### src/rtl/serial_sub_defs.sv
// Shared constants for the bit-serial subtractor: FSM encodings and default width.
package serial_sub_defs;

    localparam int DEFAULT_WIDTH = 8;

    typedef enum logic [1:0] {
        IDLE  = 2'd0,
        SHIFT = 2'd1,
        DONE  = 2'd2
    } state_t;

endpackage

### src/rtl/fs_cell.sv
// Single-bit full subtractor: d = x - y - bin, bo set when the bit borrows.
module fs_cell (
    input  logic x,
    input  logic y,
    input  logic bin,
    output logic d,
    output logic bo
);

    assign d  = x ^ y ^ bin;
    assign bo = (~x & y) | (~x & bin) | (y & bin);

endmodule

### src/rtl/serial_sub.sv
// Bit-serial unsigned subtractor: one bit per cycle, LSB first, through a single fs_cell.
module serial_sub
    import serial_sub_defs::*;
#(
    parameter int WIDTH = DEFAULT_WIDTH
) (
    input  logic             clk,
    input  logic             rst_n,
    input  logic             start,
    input  logic [WIDTH-1:0] a,
    input  logic [WIDTH-1:0] b,
    output logic             busy,
    output logic             done,
    output logic [WIDTH-1:0] diff,
    output logic             bout
);

    localparam int CNT_W = $clog2(WIDTH + 1);
    localparam logic [CNT_W-1:0] LAST = CNT_W'(WIDTH - 1);

    // Handshake: start is sampled only while busy=0; the operands are captured on
    // that same edge. busy stays high until the cycle after the one-cycle done pulse,
    // and diff/bout are valid (and stable) from done until the next completion.

    state_t           state;
    state_t           state_next;
    logic [WIDTH-1:0] ar_sh;
    logic [WIDTH-1:0] b_sh;
    logic             borrow;
    logic [CNT_W-1:0] cnt;
    logic             cell_d;
    logic             cell_bo;
    logic             last_bit;

    fs_cell u_cell (
        .x   (ar_sh[0]),
        .y   (b_sh[0]),
        .bin (borrow),
        .d   (cell_d),
        .bo  (cell_bo)
    );

    assign last_bit = (cnt == LAST);

    always_ff @(posedge clk or negedge rst_n) begin
        if (!rst_n) begin
            state <= IDLE;
        end else begin
            state <= state_next;
        end
    end

    always_comb begin
        state_next = state;
        busy       = 1'b1;
        done       = 1'b0;
        case (state)
            IDLE: begin
                busy = 1'b0;
                if (start) begin
                    state_next = SHIFT;
                end
            end
            SHIFT: begin
                if (last_bit) begin
                    state_next = DONE;
                end
            end
            DONE: begin
                done       = 1'b1;
                state_next = IDLE;
            end
            default: begin
                busy       = 1'b0;
                state_next = IDLE;
            end
        endcase
    end

    // The minuend register doubles as the result register: each consumed minuend
    // bit leaves at the LSB while the new difference bit enters at the MSB.
    always_ff @(posedge clk or negedge rst_n) begin
        if (!rst_n) begin
            ar_sh  <= '0;
            b_sh   <= '0;
            borrow <= 1'b0;
            cnt    <= '0;
            diff   <= '0;
            bout   <= 1'b0;
        end else begin
            case (state)
                IDLE: begin
                    if (start) begin
                        ar_sh  <= a;
                        b_sh   <= b;
                        borrow <= 1'b0;
                        cnt    <= '0;
                    end
                end
                SHIFT: begin
                    ar_sh  <= {cell_d, ar_sh[WIDTH-1:1]};
                    b_sh   <= b_sh >> 1;
                    borrow <= cell_bo;
                    cnt    <= cnt + CNT_W'(1);
                    if (last_bit) begin
                        diff <= {cell_d, ar_sh[WIDTH-1:1]};
                        bout <= cell_bo;
                    end
                end
                default: begin
                end
            endcase
        end
    end

endmodule
### config.mk
export PLATFORM = sky130hd
export DESIGN_NAME = serial_sub
export DESIGN_NICKNAME = d
export VERILOG_FILES = /design/src/rtl/serial_sub_defs.sv /design/src/rtl/fs_cell.sv /design/src/rtl/serial_sub.sv
export SDC_FILE = /design/constraint.sdc
export NUM_CORES = 1
export LEC_CHECK = 0
export CAP_MARGIN = 10
export CORE_UTILIZATION = 50
export CTS_CLUSTER_SIZE = 12
export DETAILED_ROUTE_END_ITERATION = 12
export PLACE_DENSITY_LB_ADDON = 0.12
export RECOVER_POWER = 50
export SLEW_MARGIN = 30
export SYNTH_ARGS = -nofsm -noshare
export SYNTH_HDL_FRONTEND = slang
export SYNTH_SLANG_ARGS = --single-unit
### constraint.sdc
create_clock -name clk -period 1.8 [get_ports clk]
set_input_delay 0.27 -clock clk [delete_from_list [all_inputs] [get_ports clk]]
set_output_delay 0.27 -clock clk [all_outputs]
set_load 0.005 [all_outputs]
After elaboration in Yosys (flattened, before gate mapping)
Cells that the tools add are included.

operators by class
  $add $sub $neg = 1
  multipliers = 0
  div/mod/pow operators = 0
  $lt $le $gt $ge = 0
  equal/unequal tests = 5
  shift-type cells = 0
  muxes and demuxes = 13
  bitwise logic cells = 8
  reductions and logical operators = 6

operator list
  operator               count
  $pmux W8 S2            2
  $mux W8                2
  $pmux W4 S2            1
  $reduce_and A2 Y1      3
  $add A4 B1 Y4 const B  1
  $eq A4 B3 Y1 const B   1
  $mux W2                2
  $mux W4                1
  $ne A2 B2 Y1 const B   2
  $pmux W2 S2            1
  $and A1 B1 Y1          3
  $mux W1                3
  $eq A2 B1 Y1 const B   1
  $eq A2 B2 Y1 const B   1
  $logic_not A2 Y1       1
  $or A1 B1 Y1           2
  $pmux W1 S2            1
  $reduce_bool A2 Y1     1
  $reduce_or A2 Y1       1
  $xor A1 B1 Y1          2
  $not A1 Y1             1

storage, ports and cells
  bits in registers = 32
  bits in latches = 0
  bits in writable memories = 0
  memory bits (read-only) = 0
  input bits = 19
  output and inout bits = 11
  word-level logic and storage cells = 40
  memories kept = 0

Longest topological paths before layout
  word-level depth = 5
  depth in mapped cells = 8
  gate-level depth less buffers = 5

Hierarchy
A second synthesis with hierarchy kept.

second synthesis, totals
  cells, all modules = 129
  area, all modules = 1521.5 um^2

by module, submodules not included
  module      instances  cells each  area each (um^2)  seq. area each (um^2)
  serial_sub  1          126         1493.9            800.8
  fs_cell     1          3           27.5              0.0

Least setup slack after synthesis
OpenSTA, ideal clock, no wires.

  path kind = reg-to-reg
  from = register state[1]
  to = register cnt[3]
  setup time = 69 ps
  data arrival time = 1514 ps
  required time = 1731 ps
  slack = 217 ps
  stages on the path, launching flop included = 8
  path buffers = 2
  period minus slack after synthesis = 1583 ps
  cell sequence = dfrtp_1 > inv_1 > ha_1 > buf_4 > mux2i_1 > buf_6 > or4b_1 > nand3_1

between the ends
  longest elaborated chain between the ends = 3
  elaborated cells on any way between the ends = 6
  those cells by class = eq/ne (2); mux (1); reduce/logical (3)

ends and longest elaborated chain
  element                                                                     line               text
  from (decl)                                                                 serial_sub.sv:25   state_t state;
  from (signal assigned)                                                      serial_sub.sv:49   state <= state_next;
  $eq A2 B1 Y1 / $logic_not A2 Y1 (equally long branches)                     serial_sub.sv:91   case (state)
  $reduce_bool A2 Y1 (no source line) / $ne A2 B2 Y1 (equally long branches)  --
  $reduce_and A2 Y1 (no source line)                                          --
  to (signal assigned)                                                        serial_sub.sv:104  cnt <= cnt + CNT_W'(1);
  to (decl)                                                                   serial_sub.sv:30   logic [CNT_W-1:0] cnt;

Parallel ways exist; a longest one is shown, timed or not.
A chain may end at the register's enable or synchronous reset.

Final worst setup path
  from = register state[0]
  to = register diff[2]

between the ends
  longest elaborated chain between the ends = 2

ends and longest elaborated chain
  element                             line               text
  $eq A2 B1 Y1                        serial_sub.sv:91
  $reduce_and A2 Y1 (no source line)  --
  to (signal assigned)                serial_sub.sv:106  diff <= {cell_d, ar_sh[WIDTH-1:1]};
  to (decl)                           serial_sub.sv:14   output logic [WIDTH-1:0] diff,

Every way passes these cells.

==> results.txt <==
----------------------------------------------------
[Outcome]
  Status ... finished clean

[Synth]
  Top post-synthesis cells by area ... sky130_fd_sc_hd__dfrtp_1 54%, sky130_fd_sc_hd__mux2i_1 11%, sky130_fd_sc_hd__o21ai_0 6.8%
  Cell type with the largest total area after synthesis ... sky130_fd_sc_hd__dfrtp_1
  Async S/R FF share, synth ... 100%
  Adder and majority cell fraction of the synthesized area ... 4.74%
  Post-synth top flop ... sky130_fd_sc_hd__dfrtp_1
  Synthesized-area fraction occupied by and/or/nand/nor cells ... 10.2%
  Number of nets in the synthesized netlist ... about 160
  Flip-flop and latch count after synthesis ... 32
  Number of synthesized flops with an enable pin ... 0
  Total standard cell area after synthesis ... 1480 µm²
  Yosys warns ... 0
  Synthesized instance count ... 131
  Dominant combinational cell family by area after synthesis ... multiplexers
  Fraction of synthesized cell area taken by the top area cell type ... 54.1%
  Number of distinct library cells after synthesis ... 24
  Xor/xnor share of the synthesized area ... 0%
  Sequential-to-total area share from yosys stat ... 54.1%
  Top post-synthesis cells by count ... 32 x sky130_fd_sc_hd__dfrtp_1, 20 x sky130_fd_sc_hd__nand2_1, 20 x sky130_fd_sc_hd__o21ai_0, 16 x sky130_fd_sc_hd__mux2i_1, 8 x sky130_fd_sc_hd__mux2_2
  Most common cell in the synthesized netlist ... sky130_fd_sc_hd__dfrtp_1
  Fraction of the mapped netlist area in compound gates ... 9.81%
  Mux cell area share after synthesis ... 16.9%
  Average footprint of a synthesized cell ... 11.3 µm²

[Worst setup path]
  Longest individual stage delay on the worst path ... about 400 ps
  Master of the slowest instance on the critical path ... sky130_fd_sc_hd__dfrtp_1
  Worst setup path startpoint ... state[0]$_DFFE_PN0P_
  Arr. time, crit path ... 1860 ps
  Worst setup SP type ... flip-flop
  Buffers & Inverters on Critical Path ... 2
  Endpoint type of the worst setup path ... flip-flop
  Kind of cell adding the most delay to the critical path ... flip-flops
  Data required time at the worst endpoint ... around 2000 ps
  Worst R2R Start ... state[0]$_DFFE_PN0P_
  Number of cells on the worst reg-to-reg path ... 5
  Depth of the critical timing path with buffers and inverters included ... 5
  Most used cell, CP ... sky130_fd_sc_hd__buf_4
  Crit path cell chain ... buf_4 -> ha_1 -> nand4b_1 -> buf_4 -> mux2_2
  Critical path fanouts, max ... 11
  Classification of the worst setup path ... reg2reg

[Place]
  Final weighted congestion of routability-driven global placement ... a little under 0.8
  Cells after DPL ... 189
  HPWL reported at the end of detailed placement ... 1.92 mm
  Total of buffers placed on input and output ports ... 29

[Cells and area]
  Fillcell total ... 228
  Number of antenna diodes ... 0
  Multi-input combinational cell area ... 621 µm²
  Proportion of layout cells with a drive suffix above 1 ... 13.3%
  Signed area change from the synthesized netlist to the final layout ... 26.8%
  Final net count ... 190
  Fin util ... 67.4%
  Storage element area ... 801 µm²
  Number of cells in the finished layout apart from fillers ... 197

[Clocking]
  Clock tree from TritonCTS ... built
  Number of H-tree levels ... 2
  TritonCTS sink count ... 32
  Maximum buffer depth of the clock tree ... 2
  Root buffer selected by CTS ... sky130_fd_sc_hd__clkbuf_4
  Hold-fix buffers, CTS ... 0
  CTS buffer count ... 5
  Clock slew at the register clock pins of the worst setup and hold paths ... 90 ps
  Clk_lat worst skew ... approximately 330 ps

[Power and ir drop]
  Maximum vdd drop ... 0.00103 V
  Internal Pwr Total ... 1770 µW
  Power Dens Cells ... ~1500 nW/µm²
  Switching share of power ... 35.4%
  Proportion of power drawn by the clock network ... 13.5%
  Switching power ... 968 µW
  Part of the power in registers ... between 40% and 50%
  Combinational share of power ... 42.5%
  P_leak ... 0.000900 µW

[Routing]
  Final routed DRC violation total ... 0
  Final wirelength ... 2.73 mm
  Pre-antenna DRT Iters ... 5
  Average wire length per cell after detail routing ... around 14 µm
  Number of antenna-violating nets in the routed design ... 0
  Total number of vias ... between 1000 and 1500
  Detailed Route Iter0 Violations ... 31
  Detail-routed via count per cell ... 5.47

[Global routing]
  Met2 usage ... about 34%
  Most Used Layer, Global Route ... met2
  Overall overflow remaining after global route ... 0
  Fraction of met1 tracks used by global routing ... a little under a quarter
  Aggregate global-route resource usage ... approximately a fifth
  Largest net degree at the start of global routing ... 38
  Met3 Use GR ... 7.83%
  Global-route wire length before repair ... 4.79 mm
  Via count of the first global-routing pass ... 1096
  Antenna violations before repair ... 0

[Min path]
  Worst min-delay path startpoint ... diff[7]$_DFFE_PN0P_
  Worst hold stages ... 2
  Path category of the worst min-delay check ... reg2reg

[Timing]
  Final clock period utilization by the worst path ... 91.2%
  Final count of negative-setup-slack endpoints ... 0
  Hold Fails Final Rpt ... 0
  Relative slew margins ... 48.3%
  Minimum clock period after layout ... 1640 ps
  Accumulated negative setup slack ... 0 ps
  Max Fclk ... 609 MHz
  Worst Hold Margin ... ~480 ps
  Final Skew ... approximately 7.5 ps
  Max-slew violation total from the final report ... 0
  Worst-Margin Slew ... 776 ps
  Unrepaired setup endpoints after global routing ... false

[Floorplanning]
  Row count ... 19
  Initial standard-cell utilization of the core ... 53.2%
  Floorplan Core Area ... about 2800 µm²
  Height of the chip ... 56.4 µm
  Number of top-level design ports ... 30
  Die Footprint ... 3180 µm²
  Die width ... 56.4 µm

[Job]
  Number of maximum-capacitance violations ... 0

----------------------------------------------------
-- metal layers --
metal  vias to the layer above  share of wire (%)
li1                        527                  -
met5                         -                  0
met3                         6                5.2
met2                        27                 49
met1                       517                 44
met4                         0                1.8
-- worst register-to-register path: cells and delay by family, from the launching register on --
| kind | cells | cell delay, ps |
|---|---|---|
| DFF | 1 | 400 |
| adders and majority gates | 1 | 300 |
| muxes | 1 | 360 |
| and+or+nand+nor | 1 | 130 |
| buffers and inverters | 2 | 340 |
-- layout by cell type (no fill, tap or decap), types with 2 or more instances in the layout --
cell	n
sky130_fd_sc_hd__a32o_1	2
sky130_fd_sc_hd__mux2i_1	15
sky130_fd_sc_hd__nor2b_1	2
sky130_fd_sc_hd__clkdlybuf4s50_1	22
sky130_fd_sc_hd__buf_4	5
sky130_fd_sc_hd__a21oi_1	2
sky130_fd_sc_hd__dfrtp_1	32
sky130_fd_sc_hd__nand3_1	4
sky130_fd_sc_hd__ha_1	4
sky130_fd_sc_hd__nand2_1	20
sky130_fd_sc_hd__o21ai_0	20
sky130_fd_sc_hd__clkbuf_4	5
sky130_fd_sc_hd__inv_1	4
sky130_fd_sc_hd__mux2_2	8
sky130_fd_sc_hd__dlygate4sd3_1	5
-- worst paths after layout --
kind	end	slack, ps
worst max-delay path	diff[2]$_DFFE_PN0P_	160
worst min-delay path	diff[7]$_DFFE_PN0P_	480
worst max register to register	diff[2]$_DFFE_PN0P_	160
worst min register to register	diff[7]$_DFFE_PN0P_	480
max in group asynchronous	state[1]$_DFFE_PN0P_	770
min in group asynchronous	diff[6]$_DFFE_PN0P_	530
-- what timing repair did --
item	in CTS	in global routing
hold endpoints to repair	0	0
setup buffers	1	0
gates cloned	0	0
resized for setup	1	2
endpoints found under the setup margin	1	1
-- per-stage QoR --
step           cell area [µm²]  total power (µW)  setup WS, ps
3_3_place_gp              1820              2340           203
3_5_place_dp              1820              2400           173
2_1_floorplan             1480              1960           217
6_report                  1880              2740           158
4_1_cts                   1880              2780          39.7
5_1_grt                   1880              2950          31.6
-- sequential cells by signal (all words and copies together) (netlist names) --
name    cells
cnt         4
diff        8
bout        1
ar_sh       8
borrow      1
b_sh        8
state       2
-- cell type report --
type                    instances  area share [%]
clock buffers                   6            2.20
clock inverters                 1           0.267
inverters                       4           0.801
multi-input cells              87            33.1
flip-flops and latches         32            42.7
well taps                      31            2.07
repair buffers                 36            18.9
-- cells by family (layout without fill, tap and decap cells) --
| family | count (synthesis) | in the layout |
|---|---|---|
| AO/OA/AOI/OAI | 26 | 26 |
| buffers and inverters | 12 | 47 |
| AND/OR/NAND/NOR | 32 | 32 |
| adder cells (fa/ha/maj) | 5 | 5 |
| flip-flops | 32 | 32 |
| multiplexers | 24 | 24 |
-- power groups by stage --
stage                     sequential, µW  clock, µW  combinational (µW)
after global routing                1240        419                1290
after global placement              1200          0                1140
after floorplan                     1180          0                 779
final                               1200        370                1160
after CTS                           1200        386                1190
after detailed placement            1220          0                1180
(Power assumes the default switching activity.)
